`config.mk`:
```
export PLATFORM = sky130hd
export DESIGN_NAME = pwm_meas
export DESIGN_NICKNAME = d
export VERILOG_FILES = /design/src/rtl/pwm_meas.sv
export SDC_FILE = /design/constraint.sdc
export NUM_CORES = 1
export LEC_CHECK = 0
export CORE_ASPECT_RATIO = 0.9
export CORE_UTILIZATION = 50
export CTS_CLUSTER_DIAMETER = 200
export DETAILED_ROUTE_END_ITERATION = 12
export PLACE_DENSITY = 0.77
export SETUP_SLACK_MARGIN = 0.4
export SLEW_MARGIN = 20
export SYNTH_ARGS = -nofsm -noshare
export SYNTH_HDL_FRONTEND = slang
export SYNTH_SLANG_ARGS = --single-unit
```
`constraint.sdc`:
```
create_clock -name clk -period 2.7 [get_ports clk]
set_input_delay 0.54 -clock clk [delete_from_list [all_inputs] [get_ports clk]]
set_output_delay 0.54 -clock clk [all_outputs]
set_load 0.005 [all_outputs]
```
`src/rtl/pwm_meas.sv`:
```
// Servo-PWM receiver: measures active-pulse width in prescaler ticks and maps 1.0..2.0 ms to duty 0..100.
// Optional glitch filter on the synchronised input is enabled by defining PWM_MEAS_FILTER_EN.
module pwm_meas #(
    parameter int PRESCALER_MAX = 119,
    parameter int MIN_W         = 50,
    parameter int MAX_W         = 250,
    parameter int TIMEOUT_TICKS = 2500
`ifdef PWM_MEAS_FILTER_EN
    ,
    parameter int FILT_LEN      = 4
`endif
) (
    input  logic       clk,
    input  logic       rst_n,
    input  logic       pwm_in,
    input  logic       invert_polarity,
    output logic [6:0] dc_out,
    output logic       dc_valid,
    output logic       dc_strobe,
    output logic       pulse_err,
    output logic       sig_lost
);

    localparam int              PW        = (PRESCALER_MAX > 0) ? $clog2(PRESCALER_MAX + 1) : 1;
    localparam logic [PW-1:0]   PRESC_TOP = PW'(PRESCALER_MAX);
    localparam logic [8:0]      W_MIN     = 9'(MIN_W);
    localparam logic [8:0]      W_MAX     = 9'(MAX_W);
    localparam logic [8:0]      W_SAT     = 9'(MAX_W + 1);
    localparam logic [11:0]     T_FULL    = 12'(TIMEOUT_TICKS);
    localparam logic [11:0]     T_LAST    = 12'(TIMEOUT_TICKS - 1);

    typedef enum logic [1:0] {
        ARM  = 2'd0,
        LOW  = 2'd1,
        HIGH = 2'd2
    } state_t;

    state_t         state;
    logic           sync_q1;
    logic           sync_q2;
    logic           lvl_raw;
    logic           lvl;
    logic           lvl_d;
    logic           rise;
    logic           fall;
    logic           tick;
    logic           timeout;
    logic [PW-1:0]  presc;
    logic [8:0]     width_cnt;
    logic [11:0]    per_cnt;
    logic           arm_low;
    logic           eval_pend;

    // NOTE: sequential state always uses non-blocking (<=) so every flop samples pre-edge values.
    always_ff @(posedge clk) begin
        if (!rst_n) begin
            sync_q1 <= 1'b0;
            sync_q2 <= 1'b0;
        end else begin
            sync_q1 <= pwm_in;
            sync_q2 <= sync_q1;
        end
    end

    assign lvl_raw = sync_q2 ^ invert_polarity;

`ifdef PWM_MEAS_FILTER_EN
    localparam int            FW       = $clog2(FILT_LEN + 1);
    localparam logic [FW-1:0] FILT_TOP = FW'(FILT_LEN - 1);

    logic           lvl_f;
    logic [FW-1:0]  filt_cnt;

    // lvl follows lvl_raw only after FILT_LEN consecutive clocks at the new value.
    always_ff @(posedge clk) begin
        if (!rst_n) begin
            lvl_f    <= 1'b0;
            filt_cnt <= '0;
        end else if (lvl_raw == lvl_f) begin
            filt_cnt <= '0;
        end else if (filt_cnt == FILT_TOP) begin
            lvl_f    <= lvl_raw;
            filt_cnt <= '0;
        end else begin
            filt_cnt <= filt_cnt + 1'b1;
        end
    end

    assign lvl = lvl_f;
`else
    assign lvl = lvl_raw;
`endif

    always_ff @(posedge clk) begin
        if (!rst_n) lvl_d <= 1'b0;
        else        lvl_d <= lvl;
    end

    assign rise    = lvl & ~lvl_d;
    assign fall    = ~lvl & lvl_d;
    assign tick    = (presc == PRESC_TOP);
    // Fires once, on the tick that brings per_cnt to TIMEOUT_TICKS.
    assign timeout = tick && (per_cnt == T_LAST) && !rise;

    function automatic logic [6:0] duty_of(input logic [8:0] w);
        if (w < 9'd100)      return 7'd0;
        else if (w > 9'd200) return 7'd100;
        else                 return 7'(w - 9'd100);
    endfunction

    always_ff @(posedge clk) begin
        if (!rst_n) begin
            state     <= ARM;
            presc     <= '0;
            width_cnt <= '0;
            per_cnt   <= '0;
            arm_low   <= 1'b0;
            eval_pend <= 1'b0;
            dc_out    <= '0;
            dc_valid  <= 1'b0;
            dc_strobe <= 1'b0;
            pulse_err <= 1'b0;
            sig_lost  <= 1'b0;
        end else begin
            dc_strobe <= 1'b0;
            pulse_err <= 1'b0;
            eval_pend <= 1'b0;

            presc <= (rise || tick) ? '0 : presc + 1'b1;

            if (rise)                         per_cnt <= '0;
            else if (tick && per_cnt != T_FULL) per_cnt <= per_cnt + 1'b1;

            // The tick coinciding with the falling edge still counts, giving floor(high_clks/tick).
            if (rise)
                width_cnt <= '0;
            else if (state == HIGH && tick && width_cnt != W_SAT)
                width_cnt <= width_cnt + 1'b1;

            // ARM leaves only after lvl has stayed low across a full tick, so a
            // pulse already in progress at reset or after a reject is never measured.
            if (lvl)       arm_low <= 1'b0;
            else if (tick) arm_low <= 1'b1;

            if (timeout) begin
                sig_lost <= 1'b1;
                dc_valid <= 1'b0;
                state    <= ARM;
            end else begin
                if (eval_pend) begin
                    if (width_cnt < W_MIN || width_cnt > W_MAX) begin
                        pulse_err <= 1'b1;
                    end else begin
                        dc_out    <= duty_of(width_cnt);
                        dc_strobe <= 1'b1;
                        dc_valid  <= 1'b1;
                        sig_lost  <= 1'b0;
                    end
                end

                case (state)
                    ARM: begin
                        if (tick && arm_low && !lvl) state <= LOW;
                    end
                    LOW: begin
                        if (rise) state <= HIGH;
                    end
                    HIGH: begin
                        if (fall) begin
                            eval_pend <= 1'b1;
                            state     <= LOW;
                        end else if (width_cnt == W_SAT) begin
                            pulse_err <= 1'b1;
                            state     <= ARM;
                        end
                    end
                    default: state <= ARM;
                endcase
            end
        end
    end

endmodule

```
* Word level (Yosys, flattened, before mapping)
Cells that the tools add are included.
** Word-level totals
- Bits in registers :: 46
- Input bits :: 4
- Output and inout port bits :: 11
- Word-level logic and storage cells :: 83
** Operators by class
- Add/sub/neg operators :: 4
- Order comparisons :: 4
- Equality and inequality tests :: 11
- Multiplexer cells :: 17
- Bitwise logic cells :: 10
- Reductions and logical operators :: 23
** Operators with widths (count)
- $gt 9x8->1 const B :: 2
- $mux 7 :: 2
- $add 12x1->12 const B :: 1
- $eq 12x12->1 const B :: 1
- $ne 12x12->1 const B :: 1
- $mux 1 :: 10
- $add 9x1->9 const B :: 1
- $eq 9x8->1 const B :: 1
- $lt 9x6->1 const B :: 1
- $lt 9x7->1 const B :: 1
- $ne 9x8->1 const B :: 1
- $mux 2 :: 4
- $reduce_or 2->1 :: 4
- $add 7x1->7 const B :: 1
- $eq 7x7->1 const B :: 1
- $logic_and 1x1->1 :: 7
- $not 1->1 :: 7
- $sub 7x7->7 const B :: 1
- $ne 2x2->1 const B :: 3
- $pmux 2 s3 :: 1
- $reduce_and 3->1 :: 2
- $reduce_or 3->1 :: 2
- $reduce_and 2->1 :: 2
- $ne 3x2->1 const B :: 1
- other kinds (8) :: 11

* Logic depth before layout (Yosys ltp)
- Depth after elaboration :: 7
- Depth in mapped cells :: 7
- Depth with buffers taken out :: 7

* Worst setup path before layout
No wires, ideal clock.
- Path kind :: register to register
- From :: register presc[0]
- To :: register dc_out[4]
- Setup time :: 0.117 ns
- Arrival :: 1.629 ns
- Data required time :: 2.583 ns
- Setup slack :: 0.955 ns
- Cell stages (with the launch flop) :: 7
- Buffers on the path :: 0
- Period minus slack after synthesis :: 1.745 ns
- Path through :: dfxtp_1 > ha_1 > nand4_2 > nor2_2 > nand4_1 > and4bb_1 > a22o_1
** Between the ends
- Cells in the longest elaborated chain, start to end :: 5
** RTL lines
- from (decl) :: line 48 : logic [PW-1:0] presc;
- from (signal assigned) :: line 129 : presc <= (rise || tick) ? '0 : presc + 1'b1;
- $eq 7x7->1 :: line 101 : assign tick = (presc == PRESC_TOP);
- $logic_and 1x1->1 (2 in series) :: line 103 : assign timeout = tick && (per_cnt == T_LAST) && !rise;
- $not 1->1 (no line)
- $reduce_and 3->1 (no line)
- to (signal assigned) :: line 154 : dc_out <= duty_of(width_cnt);
- to (decl) :: line 17 : output logic [6:0] dc_out,
No other way between the ends.
A chain may end at the register's enable or synchronous reset.

* Worst setup path after layout
Same ends and word-level chain as after synthesis.

==> results by group <==
Status
  • Status: finished, violations left
  • Failing checks: design-rule violations

Detailed routing
  • Post-Route M1 WL: 2150 um
  • Final ANT Viol Nets: 0
  • Via density: 5.49
  • Routed WL per cell: 12.9 um
  • Vias: 1685
  • Max Used Layer: met4
  • DRC Markers: 1
  • WL met2: 1600 um
  • Routed WL: 3950 um
  • Met3 routed WL: 130 um
  • Initial DRC Count: 46
  • 1st-pass router iterations: 8

Clocking
  • Cells resized by post-CTS repair: 0
  • Post-CTS Setup Bufs: 0
  • Root Driver: clkbuf_8
  • Clk_lat worst skew: 0.31 ns
  • Max Root-Sink Buffers: 2
  • CTS buffer count: 5
  • Hold Buf Count CTS: 0
  • Reg clk slew, reported paths: 0.09 ns
  • # H-tree levels: 2
  • CTS tree: yes
  • Clk sinks: 46

Worst setup path
  • Worst r2r src: presc[0]$_SDFF_PP0_
  • Setup crit end kind: flip-flop
  • Cells along the critical path: ha_1 -> nand4_2 -> nor2_2 -> nand4_1 -> and4bb_1 -> a22o_1
  • Critical Path AT: 2.29 ns
  • Startpoint types: flip-flop
  • Worst Path Required: 2.92 ns
  • Max FO, Critical Path: 9
  • Reg-to-reg endpoint: dc_out[4]$_SDFFE_PN0P_
  • Cells on worst reg2reg path: 6
  • Internal reg-to-reg setup slack: 0.63 ns
  • CP max stage cell: nor2_2
  • Critical path type: reg -> reg
  • CP peak stage delay: 0.38 ns

Timing
  • Crit path time final: 2.07 ns
  • Worst-Margin Slew: 0.380 ns
  • Fin. Hold Viols: 0
  • Setup Viol. Count Final: 0
  • Clock skew: 0.00863 ns
  • Fmax: 0.483 GHz
  • Fin. max-slew vios: 0
  • Slew headroom: 74.7%
  • Post-route clock period utilization: 76.7%
  • RSZ-0062 raised after global routing: no
  • Setup TNS: 0 ns

Floorplanning
  • Number of top-level pins: 15
  • Die area: 4600 um2
  • Die Span Y: 64.5 um
  • Starting Density: 52.5%
  • Core Region: 4130 um2
  • FP Rows: 22
  • Die Wd: 71.4 um

Layout
  • Multi-input logic area: 1170 um2
  • Most frequent cells in the layout: dfxtp_1 (46), nor2_1 (40), nand2_1 (19), clkdlybuf4s50_1 (14), nand3_1 (13)
  • Fill count: 373
  • Sequential standard cell area: 921 um2
  • Layout cells sized above 1: 6.56%
  • Commonest non-fill, non-tap cell in the layout: dfxtp_1
  • Final core utilization: 58.6%
  • Area Growth Syn to Fin: 11.6%
  • ANT cells: 0
  • NumNets Final: 269

Job
  • Max cap viols: 0

Placement
  • RePlAce Congestion: 0.884
  • DP Wirelength: 2840 um
  • Port bufs: 14

Synthesis
  • Net Count, Synth: 254
  • Netlist cell types: 46
  • Synth Flop Type: dfxtp_1
  • Synth Warn #: 0
  • Cells after Synth: 243
  • Syn Area/Cell: 8.92 um2
  • Cell Area, Synth: 2170 um2
  • EDFF count, synth: 0
  • Post-synthesis sequential area ratio: 42.5%
  • Register bit total from synthesis: 46
  • Share of flip-flops with an asynchronous set or reset: 0%

GRT
  • Largest net degree at the start of global routing: 23
  • First-pass GRT wire length: 7060 um
  • Number of global-route vias before repair: 1506
  • All-Layer GR Usage: 19.7%
  • Antenna violations before repair: 0
  • Total gr overflow: 0

Worst hold path
  • Hold path cells: 1
  • Worst Hold Path EP: sync_q2$_SDFF_PN0_
  • Hold crit path type: reg -> reg
  • Hold_sp: sync_q1$_SDFF_PN0_

Power
  • VDD IR-drop max: 262 uV
  • Cell Pwr Density: 476 nW/um2
  • Leakage Power: 0.861 nW
## flip-flops by register name, indices dropped and copies added, names as in the netlist
register and count:
per_cnt 12, width_cnt 9, dc_out 7, presc 7, state 2, arm_low 1
dc_strobe 1, dc_valid 1, eval_pend 1, lvl_d 1, pulse_err 1, sig_lost 1
sync_q1 1, sync_q2 1
## cell usage after synthesis, types with 2 or more instances
cell / instances / area share [%]
and2_1: 4 / 1.2
clkbuf_1: 2 / 0.35
or2_1: 2 / 0.58
nor3b_1: 2 / 0.69
nor2b_1: 2 / 0.58
a22o_1: 7 / 2.8
nand2_1: 19 / 3.3
a211oi_1: 2 / 0.69
a21oi_1: 7 / 1.6
or4_1: 2 / 0.69
or3b_1: 2 / 0.81
inv_1: 7 / 1.2
and3_1: 7 / 2.0
nor3_1: 6 / 1.4
dfxtp_1: 46 / 42
xnor2_1: 12 / 4.8
o211ai_1: 2 / 0.69
ha_1: 7 / 4.0
nand4_1: 9 / 2.6
xor2_1: 10 / 4.0
nand3_1: 13 / 3.0
buf_4: 3 / 1.0
o21ai_0: 4 / 0.92
nand2b_1: 2 / 0.58
nor2_1: 40 / 6.9
nor4_1: 4 / 1.2
## how the worst max path moves through the flow
stage / from / to / slack, ns / cells after the start
after CTS: invert_polarity / dc_out[4]$_SDFFE_PN0P_ / 0.65 / 6
final: presc[0]$_SDFF_PP0_ / dc_out[4]$_SDFFE_PN0P_ / 0.63 / 6
after floorplan: presc[0]$_SDFF_PP0_ / dc_out[4]$_SDFFE_PN0P_ / 0.95 / 6
after global routing: presc[0]$_SDFF_PP0_ / dc_out[4]$_SDFFE_PN0P_ / 0.47 / 6
after detailed placement: invert_polarity / dc_out[4]$_SDFFE_PN0P_ / 0.33 / 6
after global placement: invert_polarity / dc_out[4]$_SDFFE_PN0P_ / 0.40 / 6
## where the power goes
| part | internal [mW] | switching, mW |
|---|---|---|
| Clock | 0.182 | 0.245 |
| Combinational | 0.0137 | 0.0243 |
| Sequential | 0.683 | 0.00306 |
## cells by family (layout without fill, tap and decap cells)
logic type / Yosys count / in the layout / share of synthesized area [%]
compound gates: 33 / 33 / 12.2
xor+xnor: 23 / 23 / 9.64
fa+ha+maj: 7 / 7 / 4.04
buf+inv: 15 / 31 / 3.52
flops: 46 / 46 / 42.5
simple gates: 119 / 119 / 28.1
## stage by stage
step / total power [mW] / instances / area, um2 / hold WS, ns / setup WS, ns
after floorplan: 0.726 / 243 / 2170 / 0.412 / 0.955
after global placement: 0.739 / 299 / 2330 / 0.420 / 0.397
after detailed placement: 0.741 / 299 / 2330 / 0.425 / 0.332
after CTS: 1.16 / 307 / 2420 / 0.446 / 0.645
after global routing: 1.19 / 307 / 2420 / 0.462 / 0.471
final: 1.15 / 307 / 2420 / 0.439 / 0.630
## layout make-up
cell class	count	area share [%]
clock buffer	5	2.85
tap	48	2.48
timing repair buffer	15	6.10
sequential	46	38.1
multi-input combinational	182	48.4
clock inverter	3	0.879
inverter	8	1.24
## routing by layer
metal	track usage [%]	vias to the layer above
met5	0	-
met4	8.25	0
met3	4.20	7
met2	28.3	29
met1	28.3	767
li1	-	882
## critical path, delay by kind of cell, from the launching register on
kind                     cells  cell delay, ns
AO/OA/AOI/OAI                1            0.20
adder cells (fa/ha/maj)      1            0.23
flip-flops                   1            0.35
AND/OR/NAND/NOR              4            1.19
Note: power is estimated with default switching activity, not from simulation.
